File: src/rtl/ram_arb_pkg.sv
// Shared constants for the two-port RAM arbiter:
// default widths, FSM state codes and grant IDs.
package ram_arb_pkg;

  localparam int DEF_ADDR_W = 8;
  localparam int DEF_DATA_W = 16;

  localparam logic [1:0] ARB     = 2'b00;
  localparam logic [1:0] ISSUE   = 2'b01;
  localparam logic [1:0] CAPTURE = 2'b10;

  localparam logic GNT_A = 1'b0;
  localparam logic GNT_B = 1'b1;

endpackage

File: src/rtl/rr_pick2.sv
// Combinational 2-way round-robin picker.
// req[0]=A, req[1]=B; last = previous winner; winner/any out.
module rr_pick2
  import ram_arb_pkg::*;
(
  input  logic [1:0] req,
  input  logic       last,
  output logic       winner,
  output logic       any
);

  always_comb begin
    winner = GNT_A;
    if (&req) begin
      winner = ~last;
    end else if (req[1]) begin
      winner = GNT_B;
    end
  end

  assign any = |req;

endmodule

File: src/rtl/ram_arbiter.sv
// Round-robin arbiter/sequencer for one single-port sync RAM.
// Ports: a_*/b_* requesters, ram_* to the external RAM.
module ram_arbiter
  import ram_arb_pkg::*;
#(
  parameter int ADDR_W = DEF_ADDR_W,
  parameter int DATA_W = DEF_DATA_W
) (
  input  logic              clk,
  input  logic              reset_n,
  input  logic              a_req,
  input  logic              a_we,
  input  logic [ADDR_W-1:0] a_addr,
  input  logic [DATA_W-1:0] a_din,
  output logic              a_ack,
  output logic              a_rvalid,
  output logic [DATA_W-1:0] a_dout,
  input  logic              b_req,
  input  logic              b_we,
  input  logic [ADDR_W-1:0] b_addr,
  input  logic [DATA_W-1:0] b_din,
  output logic              b_ack,
  output logic              b_rvalid,
  output logic [DATA_W-1:0] b_dout,
  output logic              ram_we,
  output logic [ADDR_W-1:0] ram_addr,
  output logic [DATA_W-1:0] ram_din,
  input  logic [DATA_W-1:0] ram_dout
);

  logic [1:0] state;
  logic       last_grant;
  logic       cur;
  logic       cur_we;
  logic       winner;
  logic       any;

  rr_pick2 u_pick (
    .req    ({b_req, a_req}),
    .last   (last_grant),
    .winner (winner),
    .any    (any)
  );

  always_ff @(posedge clk) begin
    if (!reset_n) begin
      state      <= ARB;
      last_grant <= GNT_B;
      cur        <= GNT_A;
      cur_we     <= 1'b0;
      a_ack      <= 1'b0;
      b_ack      <= 1'b0;
      a_rvalid   <= 1'b0;
      b_rvalid   <= 1'b0;
      a_dout     <= '0;
      b_dout     <= '0;
      ram_we     <= 1'b0;
      ram_addr   <= '0;
      ram_din    <= '0;
    end else begin
      a_ack    <= 1'b0;
      b_ack    <= 1'b0;
      a_rvalid <= 1'b0;
      b_rvalid <= 1'b0;
      unique case (state)
        ARB: begin
          if (any) begin
            if (winner == GNT_B) begin
              ram_we   <= b_we;
              ram_addr <= b_addr;
              ram_din  <= b_din;
              cur_we   <= b_we;
              b_ack    <= 1'b1;
            end else begin
              ram_we   <= a_we;
              ram_addr <= a_addr;
              ram_din  <= a_din;
              cur_we   <= a_we;
              a_ack    <= 1'b1;
            end
            cur        <= winner;
            last_grant <= winner;
            state      <= ISSUE;
          end
        end
        ISSUE: begin
          ram_we <= 1'b0;
          state  <= CAPTURE;
        end
        CAPTURE: begin
          // ram_dout now holds the word read at the ISSUE edge
          if (!cur_we) begin
            if (cur == GNT_B) begin
              b_dout   <= ram_dout;
              b_rvalid <= 1'b1;
            end else begin
              a_dout   <= ram_dout;
              a_rvalid <= 1'b1;
            end
          end
          state <= ARB;
        end
        default: state <= ARB;
      endcase
    end
  end

endmodule

File: config.mk
export PLATFORM = sky130hd
export DESIGN_NAME = ram_arbiter
export DESIGN_NICKNAME = d
export VERILOG_FILES = /design/src/rtl/ram_arb_pkg.sv /design/src/rtl/rr_pick2.sv /design/src/rtl/ram_arbiter.sv
export SDC_FILE = /design/constraint.sdc
export NUM_CORES = 1
export LEC_CHECK = 0
export CORE_ASPECT_RATIO = 0.6
export CORE_MARGIN = 3
export CORE_UTILIZATION = 40
export CTS_CLUSTER_DIAMETER = 80
export DETAILED_ROUTE_END_ITERATION = 6
export MAX_ROUTING_LAYER = met4
export PLACE_DENSITY = 0.8
export SLEW_MARGIN = 20
export SYNTH_ARGS = -nofsm -noshare
export SYNTH_HDL_FRONTEND = slang
export SYNTH_HIERARCHICAL = 1
export SYNTH_SLANG_ARGS = --single-unit
File: constraint.sdc
create_clock -name clk -period 1.98 [get_ports clk]
set_input_delay 0.297 -clock clk [delete_from_list [all_inputs] [get_ports clk]]
set_output_delay 0.297 -clock clk [all_outputs]
set_load 0.01 [all_outputs]
==> summary.md <==
| Metric | Value |
|---|---|
| Worst-Margin Slew | `584.3 ps` |
| Hold slack final | `296.2 ps` |
| Tmin final | `1552 ps` |
| Power share of the sequential group | `48.5%` |
| Die Area | `7562 µm²` |
| Slew headroom | `61.05%` |
| Combinational group share of total power | `18.7%` |
| Worst VDD drop | `359.7 µV` |
| CP max FO | `2` |
| Setup-failing EPs final | `0` |
| Post-DP HPWL | `5467 µm` |
| Max Slew Vio Count | `0` |
| DRT Pass-1 Iters | `4` |
| CTS Hold Bufs | `0` |
| Worst-Skew Late Latency | `330 ps` |
| Initial Util | `41.95%` |
| Fin nets | `454` |
| Mapped Area | `2610 µm²` |
| Final Hold Fails | `0` |
| Area grow syn2layout | `59.59%` |
| Die width | `110.3 µm` |
| Final TNS setup | `0 ps` |
| Worst Setup End Kind | `output pin` |
| Detailed-route via count | `2266` |
| CTS Sinks | `66` |
| Detail Route Antenna Nets | `0` |
| Clk buf depth | `2` |
| Share of layout cells above drive strength 1 | `13.37%` |
| Mux contribution to synthesized area | `9.588%` |
| Mean routed wirelength per cell | `15.43 µm` |
| CP bufs+invs | `1` |
| Worst Hold Class | `in -> reg` |
| Crit-path cells | `clkdlybuf4s50_1` |
| Main combinational cell family by area after synthesis | `compound AO/OA/AOI/OAI gates` |
| Placeable Area | `6221 µm²` |
| Synth Register Bits | `66` |
| Maxcap violations | `0` |
| Synth Area in Adders | `0%` |
| Antenna violations before repair | `0` |
| Row count | `22` |
| GPL Wtd Cong | `0.8143` |
| Port bufs | `130` |
| Iter 0 DRT Violations | `157` |
| GR Util All Layers | `19.68%` |
| TritonCTS clock tree | `built` |
| Sequential-to-total area share from yosys stat | `50.62%` |
| Post-synthesis compound-gate area fraction | `17.79%` |
| Final worst path period share | `78.36%` |
| First-pass GRT wire length | `10870 µm` |
| Simple-gate portion of the synthesized area | `16.92%` |
| Cells after Synth | `259` |
| Final Power | `2993 µW` |
| Post-CTS Resized | `0` |
| Clock Skew | `9.121 ps` |
| XOR/XNOR share of the synthesized area | `0%` |
| FMAX | `644.5 MHz` |
| Crit path depth | `1` |
| Worst Path Required | `1680 ps` |
| Power per Cell Area | `718.6 nW/µm²` |
| CP max stage delay | `580 ps` |
| Critical Path AT | `1250 ps` |
| Status | `complete, no violations` |
| Family with the most delay on the worst path | `buffers and inverters` |
| Vias per cell | `4.791` |
| H-tree depth | `3` |
| Critical path type | `reg -> out` |
| Crit path launch type | `register` |
| Post-synthesis average cell area | `10.08 µm²` |
| Antenna diodes | `0` |
| Sw frac | `25.66%` |
| Worst-path clk slew | `70 ps` |
| DRC | `0` |
| # Post-CTS Setup Buffers | `0` |
| Hold depth | `3` |
| Die H | `68.57 µm` |
| # IOs | `131` |
| R2R Setup Slk | `480 ps` |
| Largest net degree at the start of global routing | `68` |
| FF-to-FF path depth | `4` |
| Synth unique cells | `25` |
| Clk root buf | `clkbuf_8` |
| Grt ovf | `0` |
| Number of synthesis warnings | `6` |
| Clock power share | `32.9%` |
| Vias in the first global route | `2159` |
| Post-Syn Nets | `329` |
| Leakage | `0.001505 µW` |
| CTS Buf Count | `9` |
| WL final | `7297 µm` |
| Switching power | `768.0 µW` |
| Internal power | `2225 µW` |
| CP max stage cell | `clkdlybuf4s50_1` |
| RSZ-0062 raised after global routing | `no` |
layout make-up:
type / instances / area (µm²)
clock buffers: 13 / 148.9
clock inverters: 3 / 25.02
fillers: 528 / 2056
inverters: 3 / 11.26
multi-input cells: 167 / 1167
flip-flops and latches: 66 / 1321
well taps: 84 / 105.1
repair buffers: 137 / 1386
Yosys cell counts:
| master | number | area (µm²) |
|---|---|---|
| nor3_1 | 1 | 5.000 |
| o21ai_2 | 16 | 140.1 |
| nand3_1 | 19 | 95.09 |
| inv_1 | 3 | 11.26 |
| nor2_1 | 8 | 30.03 |
| nand3_2 | 13 | 130.1 |
| nand2_1 | 34 | 127.6 |
| a21boi_1 | 1 | 7.510 |
| and2_1 | 1 | 6.260 |
| buf_6 | 3 | 33.78 |
| nand4bb_1 | 1 | 11.26 |
| dfxtp_1 | 66 | 1321 |
| buf_1 | 2 | 7.510 |
| or4b_1 | 1 | 10.01 |
| clkbuf_1 | 8 | 30.03 |
| buf_2 | 10 | 50.05 |
| a21o_1 | 1 | 7.510 |
| and4bb_2 | 1 | 12.51 |
| o22ai_1 | 1 | 6.260 |
| nor3b_1 | 1 | 7.510 |
| o211ai_1 | 1 | 7.510 |
| o21ai_0 | 17 | 85.08 |
| mux2i_1 | 25 | 250.2 |
| or2_1 | 1 | 6.260 |
| o2bb2ai_1 | 24 | 210.2 |
kinds of logic (layout without fill, tap and decap cells):
group,count (synthesis),count (layout)
compound gates,61,61
simple gates,81,81
buf+inv,26,156
mux,25,25
flops,66,66
metal layers:
layer / track usage [%] / vias up / part of all wire (%) / wire, µm
met5: - / - / 0 / 0
met2: 29.68 / 52 / 48 / 3479
met4: 6.912 / 0 / 0.75 / 55
met1: 26.23 / 1046 / 48 / 3468
met3: 4.465 / 4 / 4.0 / 294
li1: - / 1164 / - / -
final timing paths:
path	startpoint	to
min	reset_n	a_rvalid$_SDFF_PP0_
max	ram_din[2]$_SDFFE_PN0P_	ram_din[2]
min reg2reg	a_dout[9]$_SDFFE_PN0P_	a_dout[9]$_SDFFE_PN0P_
max reg2reg	state[1]$_SDFFE_PN0P_	a_dout[14]$_SDFFE_PN0P_
through the flow:
| step | area [µm²] | instances | setup WS [ps] | util, % |
|---|---|---|---|---|
| 3_3_place_gp | 3991 | 457 | 173.7 | 64.16 |
| 6_report | 4165 | 473 | 428.5 | 66.95 |
| 2_1_floorplan | 2610 | 259 | 614.2 | - |
| 5_1_grt | 4165 | 473 | 356.5 | 66.95 |
| 3_5_place_dp | 3991 | 457 | 96.20 | 64.16 |
| 4_1_cts | 4165 | 473 | 403.1 | 66.95 |
worst reg2reg max path, stage by stage (launching register included):
cell and delay [ps]:
dfxtp_1 410, or4b_1 440, buf_4 300, nand3_1 170, o21ai_2 60
layout by cell type (no fill, tap or decap), drive strengths merged, types with 2 or more instances in the layout:
| master | count |
|---|---|
| nand2 | 34 |
| clkbuf | 13 |
| clkdlybuf4s50 | 129 |
| clkinv | 2 |
| buf | 8 |
| mux2i | 25 |
| dfxtp | 66 |
| nand3 | 32 |
| inv | 3 |
| o21ai | 33 |
| nor2 | 8 |
| o2bb2ai | 24 |
state kept, by name (all words and copies together) (netlist names):
signal      flops
b_dout         16
ram_addr        8
ram_din        16
last_grant      1
ram_we          1
state           2
cur_we          1
a_ack           1
cur             1
b_rvalid        1
a_rvalid        1
b_ack           1
a_dout         16
power groups by stage:
stage	clock network (µW)	registers [µW]	logic [µW]
after floorplan	0	1500	197
after global placement	0	1480	552
after detailed placement	0	1480	561
after CTS	1010	1450	563
after global routing	1070	1460	599
final	984	1450	559
(Power assumes the default switching activity.)
==> edit (same settings) <==
Reset style: asynchronous (`reset_n`), changed in one clocked block.
--- a/src/rtl/ram_arbiter.sv
+++ b/src/rtl/ram_arbiter.sv
@@ -44,3 +44,3 @@
 
-  always_ff @(posedge clk) begin
+  always_ff @(posedge clk or negedge reset_n) begin
     if (!reset_n) begin
Function: differs if reset_n is asserted again (counterexample within 4 cycles, from zero or initial values and one cycle with reset_n low); with reset_n held inactive, the same outputs for 10 cycles.
==> edit against the unedited design <==
- final area grew 2.6%
- area after synthesis grew 2.0%
- synthesized cell count shrank 22%
- via count shrank 12%
- setup slack lost 84 ps
- sequential share of layout area grew 6.9 points
- routed wire length shrank 14%
- sequential cell count is the same
- critical path depth grew 5
- worst hold slack gained 69 ps
- die area grew 1.8%
- global-route usage shrank 1.8 points
- highest routed layer unchanged
Power is not compared: it rests on default switching activity, and its combinational part moved more than twofold at a synthesized area within 25%.
==> edit: results (changes against the unedited design) <==
Synthesis
  – Syn nets: 271 (-18%)
  – Syn. warnings: 6 (unchanged)
  – Async set-or-reset flop fraction in the synthesized netlist: 100% (+100 points)
  – Post-synthesis cell type count: 19 (-24%)
  – Leading cell types by count after synthesis: dfrtp_1, mux2_2, nand2_1
  – Sequential fraction of the synthesis area: 62.1% (+11 points)
  – Synth top area cells: dfrtp_1, mux2_2, mux2i_1, o21ai_0, nand2_1

Global routing
  – Largest net degree at the start of global routing: 50 (-26%)
  – Antenna violations before repair: 0 (unchanged)
  – Total global-route track usage: 17.9% (-1.8 points)
  – Vias in the first global route: 2109 (-2.3%)
  – Global-route wire length before repair: 10.5 mm (-3.0%)

Clocking
  – Longest Clk Path Bufs: 2 (unchanged)
  – Total CTS buffers: 9 (unchanged)
  – H-tree levels: 3 (unchanged)
  – Root buffer cell: clkbuf_8
  – Later-pin clock latency in the skew report: 340 ps
  – Post-CTS setup buffer count: 0 (unchanged)
  – Post-CTS sizing: 0 (unchanged)
  – Clock transition at path regs: 70 ps (about the same)

Placement
  – # port buffers: 130 (unchanged)
  – Detail Placement HPWL: 4.77 mm (-13%)
  – Final GP Congestion: 0.758 (-6.9%)
  – Pre-CTS setup slack: -0.0280 ps (-96.2 ps)

Drt
  – Iteration-0 DRC count of the detailed router: 71 (-55%)
  – Routed vias: 1984 (-12%)
  – Router iterations before antenna repair: 4 (unchanged)
  – WL per Instance: 14.8 µm (-4.0%)

STA
  – Rel. slew slack: 68.4% (+7.3 points)
  – Layout Skew: 4.05 ps (-5.07 ps)

Worst hold path
  – Hold Crit Class: in -> async

Layout
  – Nets@finish: 406 (-11%)
  – Layout cells sized above 1: 16.7% (+3.3 points)
  – Biggest regs: a_dout x16, b_dout x16, ram_din x16
  – ANT cells: 0 (unchanged)

Outcome
  – Status: finished, final reports clean

Power
  – VDD IR max: 0.757 mV
  – Pleak: 1.87 nW

Setup path
  – Crit-path max FO: 6 (+4)
  – Worst path arrival time: 1860 ps (+610 ps)
[edit: cell families after synthesis]
logic type	after synthesis	synth area share [%]
AND/OR/NAND/NOR	38	7.05
AO/OA/AOI/OAI	26	5.08
buffers and inverters	14	2.82
flip-flops	66	62.1
multiplexers	57	22.9
[edit: critical path, cell delays in order]
cell             delay [ps]
clkdlybuf4s50_1         530
or2_1                   140
or3b_1                  470
inv_1                   150
nor3b_1                  60
or2_1                   200
[edit: final cells by class]
class	instances	area, µm²
inverters	2	7.51
repair buffers	136	1370
flip-flops and latches	66	1650
well taps	84	105
clock inverters	5	53.8
fillers	498	2000
multi-input cells	121	945
clock buffers	11	141
[edit: per-stage QoR]
step           area, µm²  cells  hold WS [ps]
6_report            4270    425           365
5_1_grt             4270    425           377
4_1_cts             4270    425           346
3_5_place_dp        4070    408           191
3_3_place_gp        4070    408           189
2_1_floorplan       2660    201          1.41
[edit: what timing repair did]
| action | CTS | global route |
|---|---|---|
| endpoints found under the setup margin | 0 | 0 |
| hold buffers | 1 | 0 |
| hold endpoints to repair | 10 | 0 |
[edit: final timing paths]
| kind | startpoint | endpoint | slack [ps] | depth (start not counted) |
|---|---|---|---|---|
| min in group clk | ram_din[8]$_DFFE_PN0P_ | ram_din[8]$_DFFE_PN0P_ | 480 | 2 |
| max in group asynchronous | reset_n | b_dout[6]$_DFFE_PN0P_ | 960 | 3 |
| worst min-delay path | reset_n | b_dout[0]$_DFFE_PN0P_ | 370 | 2 |
| worst min register to register | ram_din[8]$_DFFE_PN0P_ | ram_din[8]$_DFFE_PN0P_ | 480 | 2 |
| worst max-delay path | a_req | ram_we$_DFFE_PN0P_ | 340 | 6 |
| worst max register to register | state[0]$_DFFE_PN0P_ | b_dout[11]$_DFFE_PN0P_ | 420 | 2 |
[edit: report_power, final]
part,internal (mW),total (mW),switching (mW),leakage [nW]
logic,1.68,2.78,1.10,0.955
registers,2.01,2.36,0.353,0.808
clock network,0.611,1.10,0.484,0.103
total,4.30,6.24,1.94,1.87
[edit: metal layers]
| metal | share of wire (%) | up-vias | GRT usage (%) |
|---|---|---|---|
| li1 | - | 965 | - |
| met4 | 0.83 | 0 | 4.86 |
| met3 | 6.9 | 6 | 7.67 |
| met1 | 47 | 944 | 23.2 |
| met5 | 0 | - | - |
| met2 | 45 | 69 | 26.0 |
